### src/rtl/sram_arbiter.sv
// sram_arbiter: shares one 16-bit SRAM driver between an ifetch port (0) and a load/store port (1)
// Ports:
//   sck, rst            clock, asynchronous active-high reset
//   req[1:0]            per-port request (0=ifetch, 1=data)
//   rw0/rw1             access type per port, 1=write
//   addr0/1, wdata0/1   per-port byte address and write data
//   ack[1:0], rdata     one-cycle completion pulse and reassembled read data
//   busy                high whenever not idle
//   cs_n, mosi, miso    driver interface; mosi={rw, data16, word18, half}
module sram_arbiter #(
    parameter logic [11:0] REGION      = 12'h001,
    parameter bit          ROUND_ROBIN = 1'b1
) (
    input  logic        sck,
    input  logic        rst,
    input  logic [1:0]  req,
    input  logic        rw0,
    input  logic        rw1,
    input  logic [31:0] addr0,
    input  logic [31:0] addr1,
    input  logic [31:0] wdata0,
    input  logic [31:0] wdata1,
    input  logic [15:0] miso,
    output logic [1:0]  ack,
    output logic [31:0] rdata,
    output logic        busy,
    output logic        cs_n,
    output logic [35:0] mosi
);
    typedef enum logic [2:0] {IDLE, LO, HI, FIN, ERR} state_t;
    state_t      state, state_nx;
    logic        gnt, last_grant, rw_q, win;
    logic [17:0] word_q;
    logic [31:0] wdata_q, win_addr;
    logic [15:0] lo_q;
    logic        unused_ok;
    assign unused_ok = ^{addr0[1:0], addr1[1:0]};
    // Ties go to the port not served last; fixed mode always favours data.
    always_comb begin
        win      = req == 2'b01 ? 1'b0 : req == 2'b10 ? 1'b1 : ROUND_ROBIN ? ~last_grant : 1'b1;
        win_addr = win ? addr1 : addr0;
    end
    always_comb begin
        state_nx = state;
        case (state)
            IDLE:    state_nx = |req ? (win_addr[31:20] == REGION ? LO : ERR) : IDLE;
            LO:      state_nx = HI;
            HI:      state_nx = FIN;
            default: state_nx = IDLE;
        endcase
    end
    always_ff @(posedge sck or posedge rst) begin
        if (rst) begin
            state      <= IDLE;
            gnt        <= 1'b0;
            last_grant <= 1'b0;
            rw_q       <= 1'b0;
            word_q     <= '0;
            wdata_q    <= '0;
            lo_q       <= '0;
        end else begin
            state <= state_nx;
            if (state == IDLE && |req) begin
                gnt        <= win;
                last_grant <= win;
                rw_q       <= win ? rw1 : rw0;
                word_q     <= win_addr[19:2];
                wdata_q    <= win ? wdata1 : wdata0;
            end
            // miso during HI carries the low half issued in LO.
            if (state == HI)
                lo_q <= miso;
        end
    end
    // Outputs decode only from registered state; miso feeds the high half directly in FIN.
    always_comb begin
        cs_n  = !(state == LO || state == HI);
        mosi  = state == LO ? {rw_q, wdata_q[15:0], word_q, 1'b0} :
                state == HI ? {rw_q, wdata_q[31:16], word_q, 1'b1} : 36'h0;
        ack   = (state == FIN || state == ERR) ? (gnt ? 2'b10 : 2'b01) : 2'b00;
        rdata = (state == FIN && !rw_q) ? {miso, lo_q} : 32'h0;
        busy  = state != IDLE;
    end
endmodule
### config.mk
export PLATFORM = sky130hd
export DESIGN_NAME = sram_arbiter
export DESIGN_NICKNAME = d
export VERILOG_FILES = /design/src/rtl/sram_arbiter.sv
export SDC_FILE = /design/constraint.sdc
export NUM_CORES = 1
export LEC_CHECK = 0
export ABC_AREA = 1
export BUFFER_PORTS_ARGS = -buffer_cell sky130_fd_sc_hd__buf_2
export CORE_UTILIZATION = 48
export DETAILED_ROUTE_END_ITERATION = 16
export PLACE_DENSITY = 0.87
export SLEW_MARGIN = 20
export SYNTH_ARGS = -nofsm -noshare
export SYNTH_HDL_FRONTEND = slang
export SYNTH_SLANG_ARGS = --single-unit
export TNS_END_PERCENT = 50
### constraint.sdc
create_clock -name sck -period 5.85 [get_ports sck]
set_input_delay 0.8775 -clock sck [delete_from_list [all_inputs] [get_ports sck]]
set_output_delay 0.8775 -clock sck [all_outputs]
set_load 0.05 [all_outputs]
==> metrics.txt, run 1 <==
# TYPE chip_impl_metric gauge
chip_impl_metric{name="area_growth_syn_to_layout",unit="%"} 33.0
chip_impl_info{name="synth_top_cell_by_area",value="dfrtp_1"} 1
chip_impl_metric{name="syn_avg_cell_area",unit="sq um"} 7.02
chip_impl_info{name="setup.worst_path.start_class",value="flip-flop"} 1
chip_impl_metric{name="async_flop_share",unit=""} 1.00
chip_impl_metric{name="grt_max_degree",unit=""} 72
chip_impl_metric{name="floorplan.initialDensity",unit=""} 0.494
chip_impl_metric{name="total_leakage_power",unit="nW"} 2.90
chip_impl_metric{name="number_of_drc_violations_after_detailed_routing_iteration_0",unit=""} 239
chip_impl_metric{name="synth-edff-count",unit=""} 0
chip_impl_metric{name="finalInstanceArea",unit="sq mm"} 0.00508
chip_impl_info{name="tritoncts_clock_tree",value="built"} 1
chip_impl_metric{name="post-route-drc-count",unit=""} 0
chip_impl_metric{name="cts.reportedPaths.clkPinSlew",unit="ns"} 0.07
chip_impl_metric{name="ctsHoldBuffers",unit=""} 0
chip_impl_metric{name="die-height",unit="microns"} 91.2
chip_impl_metric{name="postLayoutSetupSlackWorst",unit="ns"} 2.46
chip_impl_metric{name="grt_overflow",unit=""} 0
chip_impl_info{name="cpMaxStageDelayCell",value="nand3_1"} 1
chip_impl_metric{name="fin_hold_ws",unit="ns"} 0.494
chip_impl_info{name="timing.hold.worst.class",value="reg2reg"} 1
chip_impl_info{name="setup.worst_path.class",value="reg2out"} 1
chip_impl_metric{name="dp_hpwl",unit="microns"} 7780
chip_impl_metric{name="pwr_density_cell",unit="mW/mm^2"} 495
chip_impl_metric{name="design.die.area",unit="sq mm"} 0.00832
chip_impl_info{name="crit_path_cell_trace",value="inv_1 > nand3_1 > nand2_1 > inv_1 > nor2_1 > buf_2"} 1
chip_impl_metric{name="timing.clock.skew",unit="ns"} 0.0128
chip_impl_metric{name="vias_in_the_first_global_route",unit=""} 3996
chip_impl_metric{name="htree_levels",unit=""} 3
chip_impl_metric{name="antenna_violating_nets_post_route",unit=""} 0
chip_impl_metric{name="placed_cell_area",unit="sq mm"} 0.00488
chip_impl_info{name="cp-end-kind",value="output port"} 1
chip_impl_metric{name="post_cts_resize_count",unit=""} 0
chip_impl_metric{name="max_slew.worst_pin.slew",unit="ns"} 1.04
chip_impl_metric{name="max-cap-violations",unit=""} 0
chip_impl_metric{name="antenna_diode_instance_count",unit=""} 0
chip_impl_info{name="outcome",value="finished, final reports clean"} 1
chip_impl_metric{name="die_w",unit="microns"} 91.2
chip_impl_metric{name="floorplan.rows",unit=""} 32
chip_impl_metric{name="yosysSeqAreaShare",unit=""} 0.465
chip_impl_metric{name="grt_first_pass_wirelength",unit="microns"} 17600
chip_impl_metric{name="clk_latency",unit="ns"} 0.34
chip_impl_metric{name="routed_wirelength",unit="microns"} 10900
chip_impl_metric{name="port_buffers",unit=""} 217
chip_impl_metric{name="post-place-ws",unit="ns"} 2.69
chip_impl_metric{name="cts_num_sinks",unit=""} 71
chip_impl_metric{name="ys_seq_elements",unit=""} 71
chip_impl_info{name="synth_flop_cell",value="dfrtp_1"} 1
chip_impl_metric{name="antenna_found_initial",unit=""} 0
chip_impl_metric{name="combined_area_of_all_synthesized_cells",unit="sq mm"} 0.00382
chip_impl_metric{name="routedWlPerCell",unit="microns"} 12.9
chip_impl_info{name="synthTopCellsByArea",value="dfrtp_1, nor2_1, o21ai_0, nand2_1, inv_1"} 1
chip_impl_metric{name="synth_top_area_frac",unit=""} 0.465
chip_impl_metric{name="io_pins",unit=""} 222
chip_impl_info{name="rsz0062_at_grt",value="no"} 1
chip_impl_metric{name="final_layout_size_suffix_gt1_frac",unit=""} 0.326
chip_impl_metric{name="finalCritPeriodShare",unit=""} 0.579
chip_impl_metric{name="syn_inst",unit=""} 544
chip_impl_metric{name="route.vias.total",unit=""} 4245
chip_impl_metric{name="irDropWorstVdd",unit="V"} 0.000263
chip_impl_info{name="crit_family",value="simple AND/OR/NAND/NOR gates"} 1
chip_impl_metric{name="cts.repair_timing.setup_buffer_count",unit=""} 0
chip_impl_metric{name="worst-path-max-fanout",unit=""} 20
chip_impl_metric{name="min_period",unit="ns"} 3.39
chip_impl_metric{name="finalWeightedCongestion",unit=""} 0.822
chip_impl_info{name="critical_path_s_most_frequent_cell",value="inv_1"} 1
chip_impl_metric{name="cts.path.max_buffers",unit=""} 2
chip_impl_metric{name="setup.reg_to_reg.worst_slack",unit="ns"} 3.26
chip_impl_metric{name="vias_per_cell",unit=""} 4.99
chip_impl_metric{name="max_freq",unit="MHz"} 295
chip_impl_metric{name="fin_setup_tns",unit="ns"} 0
chip_impl_metric{name="max-slew-margin-rel",unit=""} 0.304
chip_impl_metric{name="drtPass1Iterations",unit=""} 5
chip_impl_metric{name="hold_viol",unit=""} 0
chip_impl_metric{name="data_required_time_at_the_worst_endpoint",unit="ns"} 4.97
chip_impl_metric{name="groute.usage.overall",unit=""} 0.266
chip_impl_metric{name="net_count_of_the_mapped_netlist",unit=""} 694
chip_impl_metric{name="critical_path.max_stage_delay",unit="ns"} 0.48
chip_impl_info{name="clk_root_buffer_cell",value="clkbuf_8"} 1
chip_impl_metric{name="numCtsBuffers",unit=""} 9
chip_impl_metric{name="cp_num_buf_inv",unit=""} 3
chip_impl_metric{name="arrival",unit="ns"} 2.51
chip_impl_metric{name="synth-warning-count",unit=""} 0
chip_impl_metric{name="finalSetupViolCount",unit=""} 0
chip_impl_metric{name="yosys.cell_types.count",unit=""} 18
chip_impl_metric{name="core_area",unit="sq mm"} 0.00773
chip_impl_metric{name="report.final.slew_viol_count",unit=""} 0
chip_impl_metric{name="layout.nets",unit=""} 893
-- state kept, by name, indices dropped and copies added, names as in the netlist --
register / flops
wdata_q: 32
word_q: 18
lo_q: 16
state: 3
last_grant: 1
rw_q: 1
-- logic make-up (layout without fill, tap and decap cells) --
logic type      count (synthesis)  after routing  synth area share
simple gates                  228            228             0.234
flops                          71             71             0.465
buf+inv                       109            313             0.122
compound gates                136            136             0.178
-- Yosys cell counts, types with 2 or more instances --
library cell / instances
inv_1: 75
o21ai_1: 56
buf_2: 10
nand2_1: 97
nor2_1: 121
nand2_2: 2
buf_4: 10
and2_0: 2
nand3_1: 3
inv_2: 3
dfrtp_1: 71
clkbuf_1: 10
o21ai_0: 79
-- layer usage --
metal	track usage	wire length, microns
met5	0	0
met4	0.126	350
met3	0.0444	667
met2	0.471	5500
met1	0.313	4420
-- area by class of cell --
type | count | area (sq um)
inverter | 78 | 293
clock inverter | 6 | 60.1
tap | 102 | 128
clock buffer | 10 | 138
timing repair buffer | 219 | 1100
sequential | 71 | 1780
multi-input combinational | 364 | 1580
fill | 691 | 2650
-- report_power, final --
part	internal, mW	switching [mW]	total (mW)
Combinational	0.343	0.905	1.25
Sequential	0.749	0.130	0.879
Clock	0.206	0.181	0.387
-- tightest hold or removal path: stages (launching register included) --
cell and delay, ns:
dfrtp_1 0.34, nand2_1 0.05, o21ai_1 0.06
-- per-stage QoR --
step / utilization / total power, mW / instances
after floorplan: - / 1.86 / 544
after global placement: 0.631 / 2.07 / 834
after detailed placement: 0.631 / 2.14 / 834
after CTS: 0.657 / 2.53 / 850
after global routing: 0.657 / 2.72 / 850
final: 0.657 / 2.51 / 850
-- path summary, 6_finish.rpt --
| path | startpoint | end | depth (start not counted) |
|---|---|---|---|
| setup / recovery | state[2] | mosi[18] | 6 |
| max in group asynchronous | rst | wdata_q[22] | 3 |
| setup reg to reg | last_grant | wdata_q[29] | 6 |
| min in group asynchronous | rst | lo_q[10] | 3 |
| hold reg to reg | wdata_q[2] | wdata_q[2] | 2 |
| hold / removal | wdata_q[2] | wdata_q[2] | 2 |
-- layout by cell type, fill, tap and decap left out, drive strengths merged --
cell type / n
a21oi: 1
and2: 2
buf: 219
bufinv: 1
clkbuf: 10
clkinv: 3
clkinvlp: 2
dfrtp: 71
inv: 78
nand2: 99
nand3: 3
nor2: 123
nor3: 1
o21ai: 135
(Power assumes the default switching activity.)
==> run 2, diff against run 1 <==
--- a/config.mk
+++ b/config.mk
@@ -5,11 +5,11 @@
 export SDC_FILE = /design/constraint.sdc
 export NUM_CORES = 1
 export LEC_CHECK = 0
-export ABC_AREA = 1
+export ABC_AREA = 0
 export BUFFER_PORTS_ARGS = -buffer_cell sky130_fd_sc_hd__buf_2
-export CORE_UTILIZATION = 48
+export CORE_UTILIZATION = 44
 export DETAILED_ROUTE_END_ITERATION = 16
-export PLACE_DENSITY = 0.87
+export PLACE_DENSITY = 0.81
 export SLEW_MARGIN = 20
 export SYNTH_ARGS = -nofsm -noshare
 export SYNTH_HDL_FRONTEND = slang
==> constraint.sdc (replaced) <==
create_clock -name sck -period 3.4 [get_ports sck]
set_input_delay 0.51 -clock sck [delete_from_list [all_inputs] [get_ports sck]]
set_output_delay 0.51 -clock sck [all_outputs]
set_load 0.05 [all_outputs]
==> run 2 against run 1 <==
Effect of this change: flip-flop and latch count stayed put; critical path depth is 1 lower; via count is 20% lower; die area is 6.0% higher; largest cell class is now multi-input combinational cells; synthesized area is 2.7% lower; register-to-register slack worse by 2.0 ns; clock power is 140% higher.
==> metrics.txt, run 2 <==
# TYPE chip_impl_metric gauge
chip_impl_info{name="outcome",value="finished, final reports clean"} 1
chip_impl_metric{name="p_seq_frac",unit=""} 0.432
chip_impl_metric{name="die_w",unit="microns"} 93.9
chip_impl_metric{name="min_period",unit="ns"} 2.72
chip_impl_metric{name="finalCritPeriodShare",unit=""} 0.799
chip_impl_metric{name="arrival",unit="ns"} 2.21
chip_impl_metric{name="antenna_violating_nets_post_route",unit=""} 0
chip_impl_info{name="largest_registers",value="wdata_q (32), word_q (18), lo_q (16)"} 1
chip_impl_metric{name="worst-path-max-fanout",unit=""} 21
chip_impl_metric{name="switching_share",unit=""} 0.261
chip_impl_metric{name="route.vias.total",unit=""} 3381
chip_impl_metric{name="syn_avg_cell_area",unit="sq um"} 10.2
chip_impl_metric{name="vias_per_cell",unit=""} 4.98
chip_impl_info{name="most-common-layout-cells",value="buf_2, dfrtp_1, nor2_1, a21oi_1, mux2i_1"} 1
chip_impl_metric{name="grt_max_degree",unit=""} 106
chip_impl_metric{name="design.die.area",unit="sq mm"} 0.00882
chip_impl_metric{name="yosysSeqAreaShare",unit=""} 0.478
chip_impl_info{name="post_synth_most_frequent_cells",value="dfrtp_1, nor2_1, a21oi_1"} 1
chip_impl_info{name="mostFrequentLayoutCell",value="buf_2"} 1
chip_impl_metric{name="fin_setup_tns",unit="ns"} 0
chip_impl_info{name="cpMaxStageDelayCell",value="nor2b_4"} 1
chip_impl_metric{name="clk_latency",unit="ns"} 0.33
chip_impl_metric{name="numCtsBuffers",unit=""} 9
chip_impl_metric{name="synth-warning-count",unit=""} 0
chip_impl_info{name="clk_root_buffer_cell",value="clkbuf_8"} 1
chip_impl_metric{name="critical_path.max_stage_delay",unit="ns"} 0.44
chip_impl_info{name="synth_top_cell_by_area",value="dfrtp_1"} 1
chip_impl_metric{name="timing.reg2reg.worst_path_depth",unit=""} 5
chip_impl_metric{name="hold_viol",unit=""} 0
chip_impl_metric{name="grt_first_pass_wirelength",unit="microns"} 14100
chip_impl_metric{name="io_pins",unit=""} 222
chip_impl_info{name="critical_path.reg2reg.startpoint",value="state[0]"} 1
chip_impl_metric{name="synth_top_area_frac",unit=""} 0.478
chip_impl_metric{name="max-slew-margin-rel",unit=""} 0.365
chip_impl_metric{name="yosys.cell_types.count",unit=""} 23
chip_impl_metric{name="htree_levels",unit=""} 3
chip_impl_metric{name="data_required_time_at_the_worst_endpoint",unit="ns"} 2.89
chip_impl_metric{name="placed_cell_area",unit="sq mm"} 0.00484
chip_impl_metric{name="area_growth_syn_to_layout",unit="%"} 37.8
chip_impl_metric{name="pwr_density_cell",unit="mW/mm^2"} 482
chip_impl_metric{name="number_of_drc_violations_after_detailed_routing_iteration_0",unit=""} 95
chip_impl_metric{name="finalSetupViolCount",unit=""} 0
chip_impl_metric{name="timing.clock.skew",unit="ns"} 0.00906
chip_impl_info{name="synthTopCellsByArea",value="dfrtp_1, mux2i_1, a21oi_1, nor2_1, and2_1"} 1
chip_impl_info{name="yosys.cell_count.top_type",value="dfrtp_1"} 1
chip_impl_metric{name="layout.nets",unit=""} 719
chip_impl_metric{name="cts_num_sinks",unit=""} 71
chip_impl_metric{name="post-route-drc-count",unit=""} 0
chip_impl_metric{name="combined_area_of_all_synthesized_cells",unit="sq mm"} 0.00372
chip_impl_info{name="crit_path_cell_trace",value="nor2b_1 > nor2b_4 > buf_4 > a22o_1 > buf_2"} 1
chip_impl_metric{name="routedWlPerCell",unit="microns"} 13.1
chip_impl_metric{name="cts.path.max_buffers",unit=""} 2
chip_impl_metric{name="grt_overflow",unit=""} 0
chip_impl_metric{name="power.switching",unit="mW"} 0.645
chip_impl_metric{name="cts.repair_timing.setup_buffer_count",unit=""} 0
chip_impl_info{name="registers.top_by_ff_count",value="wdata_q"} 1
chip_impl_metric{name="async_flop_share",unit=""} 1.00
chip_impl_metric{name="groute.usage.overall",unit=""} 0.206
chip_impl_metric{name="antenna_diode_instance_count",unit=""} 0
chip_impl_metric{name="syn_inst",unit=""} 363
chip_impl_metric{name="dp_hpwl",unit="microns"} 6640
chip_impl_metric{name="cts.reportedPaths.clkPinSlew",unit="ns"} 0.07
chip_impl_metric{name="finalInstanceArea",unit="sq mm"} 0.00512
chip_impl_info{name="crit_path_end",value="mosi[30]"} 1
chip_impl_metric{name="max_slew.worst_pin.slew",unit="ns"} 0.953
chip_impl_info{name="tritoncts_clock_tree",value="built"} 1
chip_impl_metric{name="max-cap-violations",unit=""} 0
chip_impl_metric{name="report.final.slew_viol_count",unit=""} 0
chip_impl_metric{name="die-height",unit="microns"} 93.9
chip_impl_metric{name="ys_seq_elements",unit=""} 71
chip_impl_metric{name="max_freq",unit="MHz"} 368
chip_impl_metric{name="core_area",unit="sq mm"} 0.00818
chip_impl_metric{name="postLayoutSetupSlackWorst",unit="ns"} 0.685
chip_impl_metric{name="antenna_found_initial",unit=""} 0
chip_impl_info{name="r2r-end",value="last_grant"} 1
chip_impl_metric{name="net_count_of_the_mapped_netlist",unit=""} 513
chip_impl_info{name="rsz0062_at_grt",value="no"} 1
chip_impl_info{name="setup.worst_path.class",value="reg2out"} 1
chip_impl_metric{name="final_layout_size_suffix_gt1_frac",unit=""} 0.453
chip_impl_info{name="cp-end-kind",value="output port"} 1
chip_impl_metric{name="finalWeightedCongestion",unit=""} 0.759
chip_impl_metric{name="routed_wirelength",unit="microns"} 8890
chip_impl_info{name="crit_start",value="state[1]"} 1
chip_impl_info{name="setup.worst_path.start_class",value="flip-flop"} 1
chip_impl_metric{name="ctsHoldBuffers",unit=""} 0
chip_impl_metric{name="irDropWorstVdd",unit="V"} 0.000325
chip_impl_metric{name="combPwrFrac",unit=""} 0.198
chip_impl_metric{name="post-place-ws",unit="ns"} 1.02
chip_impl_info{name="synth_flop_cell",value="dfrtp_1"} 1
chip_impl_metric{name="vias_in_the_first_global_route",unit=""} 3307
chip_impl_metric{name="drtPass1Iterations",unit=""} 4
chip_impl_metric{name="floorplan.rows",unit=""} 33
chip_impl_metric{name="synth-edff-count",unit=""} 0
chip_impl_metric{name="setup.reg_to_reg.worst_slack",unit="ns"} 1.27
chip_impl_metric{name="p_int",unit="mW"} 1.83
chip_impl_metric{name="total_leakage_power",unit="nW"} 2.80
chip_impl_metric{name="port_buffers",unit=""} 217
chip_impl_metric{name="post_cts_resize_count",unit=""} 0
chip_impl_metric{name="clock_power_share",unit=""} 0.369
chip_impl_metric{name="largest_register_ff_count",unit=""} 32
chip_impl_metric{name="floorplan.initialDensity",unit=""} 0.455
chip_impl_info{name="timing.hold.worst.class",value="in2async"} 1
[run 2: changes by cell type after synthesis, sizes merged, moves of 22 or more]
cell,delta
a21oi,+52
and2,+30
inv,-75
mux2i,+52
nand2,-99
nor2,-67
nor2b,+22
o21ai,-135
[run 2: worst min-delay path by stage]
stage	endpoint	slack, ns	depth (start not counted)
2_1_floorplan	lo_q[12]	0.47	1
3_3_place_gp	lo_q[11]	0.48	1
3_5_place_dp	lo_q[5]	0.49	1
4_1_cts	word_q[12]	0.26	3
5_1_grt	lo_q[0]	0.26	3
6_report	state[0]	0.24	3
[run 2: stage by stage]
| step | util | hold slack (ns) | instances | power (mW) |
|---|---|---|---|---|
| 3_3_place_gp | 0.592 | 0.480 | 663 | 1.55 |
| 5_1_grt | 0.627 | 0.263 | 679 | 2.61 |
| 6_report | 0.627 | 0.240 | 679 | 2.47 |
| 2_1_floorplan | - | 0.472 | 363 | 1.42 |
| 3_5_place_dp | 0.592 | 0.487 | 663 | 1.58 |
| 4_1_cts | 0.627 | 0.257 | 679 | 2.50 |
[run 2: worst max-delay path, delay by kind of cell, from the launching register on]
family	cells	cell delay (ns)
AOI/OAI and AO/OA	1	0.19
buffers and inverters	2	0.60
DFF	1	0.40
and+or+nand+nor	2	0.68
[run 2: layout make-up]
cell class / instances / area [sq um]
fill: 704 / 3050
inverter: 3 / 11.3
multi-input combinational: 262 / 1790
clock buffer: 11 / 151
tap: 105 / 131
sequential: 71 / 1780
clock inverter: 5 / 128
timing repair buffer: 222 / 1140
[run 2: layer usage]
layer  wire length, microns  vias up  GRT usage
met5                      0        -          0
met1                   3550     1556      0.225
met4                     93        0     0.0756
met3                    519       11     0.0372
li1                       -     1676          -
met2                   4730      138      0.391
[run 2: power groups by stage]
stage,clock network (mW),logic [mW],registers [mW]
detailed placement,0,0.495,1.09
CTS,0.934,0.497,1.07
global placement,0,0.476,1.08
floorplan,0,0.360,1.06
global route,0.979,0.544,1.09
finish,0.912,0.490,1.07
[run 2: cells by family after synthesis]
family,synth area share
mux,0.189
buf+inv,0.0438
fa+ha+maj,0.00269
simple gates,0.176
compound gates,0.111
flops,0.478
